--- config.mk ---
export PLATFORM = sky130hd
export DESIGN_NAME = seq_mul_add_reconstructor
export DESIGN_NICKNAME = d
export VERILOG_FILES = /design/src/rtl/seq_mul_add_reconstructor.sv
export SDC_FILE = /design/constraint.sdc
export NUM_CORES = 1
export LEC_CHECK = 0
export BUFFER_PORTS_ARGS = -buffer_cell sky130_fd_sc_hd__buf_2
export CAP_MARGIN = 40
export CORE_UTILIZATION = 40
export DETAILED_ROUTE_END_ITERATION = 10
export HOLD_SLACK_MARGIN = 0.06
export PLACE_DENSITY = 0.67
export SLEW_MARGIN = 20
export SYNTH_ARGS = -nofsm -noshare
export SYNTH_HDL_FRONTEND = slang
export SYNTH_SLANG_ARGS = --single-unit
--- constraint.sdc ---
create_clock -name clk -period 4.5 [get_ports clk]
set_input_delay 0.225 -clock clk [delete_from_list [all_inputs] [get_ports clk]]
set_output_delay 0.225 -clock clk [all_outputs]
set_load 0.02 [all_outputs]
--- src/rtl/seq_mul_add_reconstructor.sv ---
// Shift-and-add multiply-accumulate: dividend = quotient * divisor + remainder.
// Rebuilds the dividend from the non-restoring divider's results.
module seq_mul_add_reconstructor #(
  parameter int WIDTH = 4
) (
  input  logic               clk,
  input  logic               rst,
  input  logic               start,
  input  logic [WIDTH-1:0]   divisor,
  input  logic [WIDTH-1:0]   quotient,
  input  logic [WIDTH-1:0]   remainder,
  output logic               busy,
  output logic               done,
  output logic [2*WIDTH-1:0] dividend
);

  localparam int CW = $clog2(WIDTH + 1);
  localparam logic [CW-1:0] CNT_INIT = CW'(WIDTH);

  typedef enum logic [1:0] {
    IDLE,
    RUN,
    DONE
  } state_t;

  state_t state, state_nxt;

  logic [WIDTH:0]   acc;
  logic [WIDTH-1:0] qr;
  logic [WIDTH-1:0] mr;
  logic [CW-1:0]    cnt;
  logic [WIDTH:0]   sum;
  logic             load;
  logic             last;

  assign sum  = acc + (qr[0] ? {1'b0, mr} : '0);
  assign last = (cnt == CW'(1));

  always_comb begin
    state_nxt = state;
    load      = 1'b0;
    busy      = 1'b0;
    done      = 1'b0;
    unique case (state)
      IDLE: begin
        if (start) begin
          load      = 1'b1;
          state_nxt = RUN;
        end
      end
      RUN: begin
        busy = 1'b1;
        if (last) state_nxt = DONE;
      end
      DONE: begin
        done = 1'b1;
        if (start) begin
          load      = 1'b1;
          state_nxt = RUN;
        end else begin
          state_nxt = IDLE;
        end
      end
      default: state_nxt = IDLE;
    endcase
  end

  always_ff @(posedge clk or posedge rst) begin
    if (rst) state <= IDLE;
    else     state <= state_nxt;
  end

  // The addend preloaded into acc lands exactly in place after WIDTH shifts.
  always_ff @(posedge clk or posedge rst) begin
    if (rst) begin
      acc      <= '0;
      qr       <= '0;
      mr       <= '0;
      cnt      <= '0;
      dividend <= '0;
    end else if (load) begin
      acc <= {1'b0, remainder};
      qr  <= quotient;
      mr  <= divisor;
      cnt <= CNT_INIT;
    end else if (state == RUN) begin
      acc <= {1'b0, sum[WIDTH:1]};
      qr  <= {sum[0], qr[WIDTH-1:1]};
      cnt <= cnt - CW'(1);
      if (last) dividend <= {sum, qr[WIDTH-1:1]};
    end
  end

endmodule

==> results of run 1 <==
## repair_timing
item,CTS,global route
hold buffers,1,0
endpoints found under the hold margin,11,0
setup buffers,0,0
## flip-flops by register name, indices dropped and copies added (netlist names)
register and flops:
cnt 3, dividend 8, acc 4, qr 4, state 2, mr 4
## worst reg2reg max path, delay by kind of cell, from the launching register on
| kind | cells | cell delay, ns |
|---|---|---|
| muxes | 1 | 0.29 |
| and+or+nand+nor | 1 | 0.14 |
| adders and majority gates | 2 | 0.56 |
| buffers and inverters | 1 | 0.06 |
| DFF | 1 | 0.41 |
| xor gates and xnor gates | 1 | 0.17 |
## power by group through the flow
| stage | logic, mW | clock network (mW) | registers, mW |
|---|---|---|---|
| 2_1_floorplan | 0.337 | 0 | 0.436 |
| 3_3_place_gp | 0.471 | 0 | 0.405 |
| 3_5_place_dp | 0.485 | 0 | 0.411 |
| 4_1_cts | 0.487 | 0.107 | 0.406 |
| 5_1_grt | 0.554 | 0.115 | 0.423 |
| 6_report | 0.484 | 0.102 | 0.407 |
## routing by layer
layer | up-vias | GRT usage
li1 | 468 | -
met1 | 448 | 0.246
met2 | 18 | 0.272
met3 | 5 | 0.0204
met4 | 0 | 0.0732
met5 | - | 0
## cells in the mapped netlist, types with 4 or more instances
master | instances | area, um2
ha_1 | 6 | 75.1
dfrtp_1 | 25 | 626
mux2_1 | 5 | 56.3
a22oi_1 | 4 | 30.0
nand3_1 | 7 | 35.0
nor2b_1 | 4 | 25.0
nand2_1 | 21 | 78.8
nor2_1 | 4 | 15.0
inv_1 | 8 | 30.0
## cell families (layout without fill, tap and decap cells)
family          Yosys count  after routing  synth area share
simple gates             48             48             0.200
flops                    25             25             0.509
compound gates           20             20             0.109
buf+inv                  14             40            0.0519
fa+ha+maj                 7              7            0.0774
mux                       5              5            0.0458
xor+xnor                  1              1           0.00713
## worst max path at each step
| stage | to | slack [ns] | from | cells after the start |
|---|---|---|---|---|
| 2_1_floorplan | dividend[5] | 2.89 | qr[0] | 6 |
| 3_3_place_gp | dividend[5] | 2.87 | qr[0] | 6 |
| 3_5_place_dp | acc[1] | 2.78 | qr[0] | 7 |
| 4_1_cts | busy | 2.62 | state[1] | 3 |
| 5_1_grt | busy | 2.52 | state[0] | 3 |
| 6_report | busy | 2.63 | state[1] | 3 |
## area by class of cell
cell class                 count  area (um2)
sequential                    25         626
clock buffer                   4        26.3
tap                           31        38.8
inverter                      10        37.5
fill                         269        1420
timing repair buffer          26         145
multi-input combinational     81         539
## metrics by stage
step / total power [mW] / cells
after floorplan: 0.773 / 120
final: 0.993 / 177
after global placement: 0.876 / 171
after global routing: 1.09 / 177
after detailed placement: 0.896 / 172
after CTS: 1.00 / 177
==> flow_summary.json, run 1 <==
{
  "hold_slack_ns": 0.0805,
  "initial_utilization": 0.434,
  "final_cell_mix": "25 x dfrtp_1, 24 x buf_2, 21 x nand2_1",
  "first_pass_iters": 7,
  "vias_per_cell": 5.31,
  "final_core_util": 0.499,
  "status": "finished, violations left",
  "comb_power_share": 0.488,
  "pwr_density_cell_nw_per_um2": 703,
  "crit_path_start_kind": "flop",
  "cts_buffers": 3,
  "ys_ff_latch": 25,
  "hold_start": "divisor[1]",
  "nNetsFinal": 169,
  "setup_violations": 0,
  "avgSynthCellArea_um2": 10.2,
  "period_needed_ns": 1.87,
  "dieArea_um2": 3300,
  "first_global_vias": 933,
  "design_area_um2": 1410,
  "path_max_fanout": 13,
  "io_pins": 25,
  "peakVddDrop_v": 0.000278,
  "dpl-instance-area_um2": 1380,
  "num_rows": 19,
  "critPathSlowestCell": "dfrtp_1",
  "met1Wirelength_um": 1220,
  "clock_latency_ns": 0.32,
  "htreeDepth": 1,
  "worst-r2r-cell-count": 6,
  "cap_violations": 0,
  "switching_share": 0.429,
  "rr_startpoint": "qr[0]",
  "post_cts_resized": 0,
  "hold_path.class": "in -> reg",
  "syn-cell-area_um2": 1230,
  "violations": "design-rule violations",
  "clockBufferDepth": 2,
  "grt_max_degree": 16,
  "grt_antenna_before_repair": 0,
  "rsz0062_at_grt": "false",
  "wl_per_cell_um": 14.2,
  "drc_errors": 2,
  "required_ns": 4.28,
  "area_delta_synth_final_pct": 15.0,
  "cts_tree": "built",
  "drive_above_1_share": 0.212,
  "min_delay_worst_endpoint": "mr[1]",
  "period_share": 0.416,
  "worst_pin_slew_ns": 0.729,
  "path_buf_inv": 2,
  "core-area_um2": 2830,
  "dr_wl_met3_um": 74,
  "antenna_left": 0,
  "p_clk_frac": 0.102,
  "p_leak_nw": 0.716,
  "drt_wl_total_um": 2510,
  "synthFlopType": "dfrtp_1",
  "critPathKind": "reg -> out",
  "ys_async_sr_fraction": 1.00,
  "hold_viol": 0,
  "internal_power_uw": 567,
  "routabilityCongestion": 0.870,
  "numPortBuffers": 24,
  "r2r-end": "dividend[5]",
  "cts_sinks": 25,
  "place_hpwl_um": 1850,
  "diodes": 0,
  "clkTransAtPathRegs_ns": 0.13,
  "crit_path_end_kind": "output pin",
  "fmax_ghz": 0.535,
  "top_layer_used": "met4",
  "synth-edff-count": 0,
  "fin_ws_ns": 2.63,
  "finalClockSkew_ns": 0.00405,
  "drv_slew": 0,
  "grt_use_total": 0.175,
  "holdPathStages": 3,
  "max_stage_delay_ns": 0.41,
  "drt_iter0_markers": 23,
  "dr_wl_met2_um": 1160,
  "reg2reg_setup_slack_ns": 2.77,
  "synth_cells": 120,
  "pwr-share-seq": 0.410,
  "cp_cell_sequence": "nand2b_1 -> inv_2 -> buf_2",
  "die_y_um": 57.4,
  "syn_nets": 142,
  "overflow": 0,
  "die_x_um": 57.4,
  "cts-root-buf": "clkbuf_4",
  "grt_pass1_wl_um": 4360,
  "num_vias": 939,
  "dp_slack_ns": 2.78,
  "ys_seq_area_frac": 0.509,
  "slew_headroom": 0.513,
  "p_sw_uw": 426,
  "fin_setup_tns_ns": 0,
  "cp_top_family": "buffers and inverters",
  "synth_cell_types": 30,
  "layout_commonest_cell": "dfrtp_1",
  "yosysWarnings": 0,
  "arrival_ns": 1.65
}
No activity file was read; power rests on OpenSTA's default activity.
==> run 2, diff against run 1 <==
==> constraint.sdc (replaced) <==
create_clock -name clk -period 1.9 [get_ports clk]
set_input_delay 0.095 -clock clk [delete_from_list [all_inputs] [get_ports clk]]
set_output_delay 0.095 -clock clk [all_outputs]
set_load 0.02 [all_outputs]
==> run 2 against run 1 <==
Effect of this change:
- the run still ends with design-rule violations left
- wire length fell by 1.6%
- clock-buffer cell count is the same
- via count up 5.6%
- worst hold slack better by 0.15 ns
- total power up 140%
- utilization rose by 4.1 points
- critical path type is now reg -> reg
- clock skew up 0.0050 ns
- global-route usage decreased by 0.54 points
==> flow_summary.json, run 2 (synthesis gave the netlist of run 1 again) <==
{
  "status": "finished, violations left",
  "violations": "design-rule violations",
  "cts_hold_buf": 11,
  "comb_power_share": 0.503,
  "p_clk_frac": 0.098,
  "internal_power_mw": 1.39,
  "cts_buffers": 3,
  "rsz0062_at_grt": "false",
  "path_max_fanout": 5,
  "crit_path_end_kind": "flop",
  "vias_per_cell": 5.22,
  "peakVddDrop_v": 0.000694,
  "final_cell_mix": "25 x dfrtp_1, 24 x buf_2, 21 x nand2_1",
  "switching_share": 0.418,
  "cts_setup_buffers": 0,
  "slew_headroom": 0.770,
  "grt_use_total": 0.169,
  "overflow": 0,
  "gr-usage-met3": 0.0159,
  "routabilityCongestion": 0.867,
  "core-area_um2": 2830,
  "drt_iter0_markers": 34,
  "drt_wl_total_um": 2470,
  "hold_slack_ns": 0.228,
  "hold_viol": 0,
  "die_x_um": 57.4,
  "dpl-instance-area_um2": 1390,
  "crit_path_start_kind": "flop",
  "setup_violations": 0,
  "arrival_ns": 1.92,
  "clock_latency_ns": 0.31,
  "nNetsFinal": 182,
  "drc_errors": 2,
  "pwr-share-seq": 0.399,
  "finalClockSkew_ns": 0.00906,
  "dieArea_um2": 3300,
  "largest_reg_flops": 8,
  "die_y_um": 57.4,
  "layout_commonest_cell": "dfrtp_1",
  "first_global_vias": 956,
  "numPortBuffers": 24,
  "htreeDepth": 1,
  "grt_pass1_wl_um": 4240,
  "place_hpwl_um": 1820,
  "use_met2": 0.271,
  "stdcell_count": 190,
  "period_needed_ns": 1.71,
  "post_cts_resized": 0,
  "cap_violations": 0,
  "num_vias": 992,
  "period_share": 0.902,
  "grt_max_degree": 26,
  "area_delta_synth_final_pct": 24.3,
  "cts_sinks": 25,
  "cts_tree": "built",
  "first_pass_iters": 7,
  "critPathKind": "reg -> reg",
  "p_sw_uw": 996,
  "grt.busiest_layer": "met2",
  "fmax_ghz": 0.583,
  "worst_pin_slew_ns": 0.345,
  "top_register": "dividend",
  "initial_utilization": 0.434,
  "drive_above_1_share": 0.214,
  "hold_path.class": "in -> reg",
  "diodes": 0,
  "pwr_density_cell_nw_per_um2": 1560,
  "design_area_um2": 1530,
  "grt_antenna_before_repair": 0,
  "cts-root-buf": "clkbuf_4",
  "antenna_left": 0,
  "p_leak_nw": 0.770,
  "fin_ws_ns": 0.186,
  "dp_slack_ns": 0.193,
  "io_pins": 25,
  "dp.cells": 175,
  "wl_per_cell_um": 13.0,
  "clockBufferDepth": 2,
  "num_rows": 19,
  "required_ns": 2.11,
  "grtUsageMet1": 0.232,
  "fin_setup_tns_ns": 0,
  "drv_slew": 0,
  "clkTransAtPathRegs_ns": 0.14
}
==> run 2: cell types whose count changed in the layout (fill, tap and decap cells not counted) <==
cell	previous run	this run
buf_4	0	4
buf_8	1	0
dlygate4sd3_1	1	11
==> run 2: worst paths after layout <==
| kind | slack (ns) | cells after the start | startpoint | endpoint |
|---|---|---|---|---|
| hold / removal | 0.23 | 4 | remainder[3] | acc[3] |
| max in group asynchronous | 1.31 | 4 | rst | state[0] |
| min in group asynchronous | 0.35 | 4 | rst | dividend[1] |
| hold reg to reg | 0.48 | 2 | mr[0] | mr[0] |
| setup reg to reg | 0.19 | 6 | qr[0] | dividend[5] |
| setup / recovery | 0.19 | 6 | qr[0] | dividend[5] |
==> run 2: cell type report <==
type	count	area [um2]
sequential	25	626
tap	31	38.8
clock buffer	4	26.3
timing repair buffer	39	260
multi-input combinational	81	539
inverter	10	37.5
fill	264	1300
==> run 2: layer usage <==
| metal | wire [um] | vias up |
|---|---|---|
| met1 | 1170 | 477 |
| li1 | - | 487 |
| met4 | 27 | 0 |
| met2 | 1170 | 26 |
| met3 | 104 | 2 |
| met5 | 0 | - |
==> run 2: critical path, stage by stage (launching register included) <==
cell and delay (ns):
dfrtp_1 0.41, and2_1 0.14, ha_1 0.15, inv_1 0.05, fa_1 0.40, xnor2_1 0.16
mux2_1 0.30
==> run 2: per-stage QoR <==
stage          utilization  total power [mW]
2_1_floorplan            -              1.83
3_3_place_gp         0.492              2.10
3_5_place_dp         0.492              2.16
4_1_cts              0.540              2.41
5_1_grt              0.540              2.60
6_report             0.540              2.38
==> run 2: power groups by stage <==
stage               clock network, mW  logic (mW)  registers [mW]
global route                    0.260        1.35           0.993
CTS                             0.239        1.21           0.953
finish                          0.233        1.20           0.952
detailed placement                  0        1.19           0.965
global placement                    0        1.15           0.958
floorplan                           0       0.798            1.03
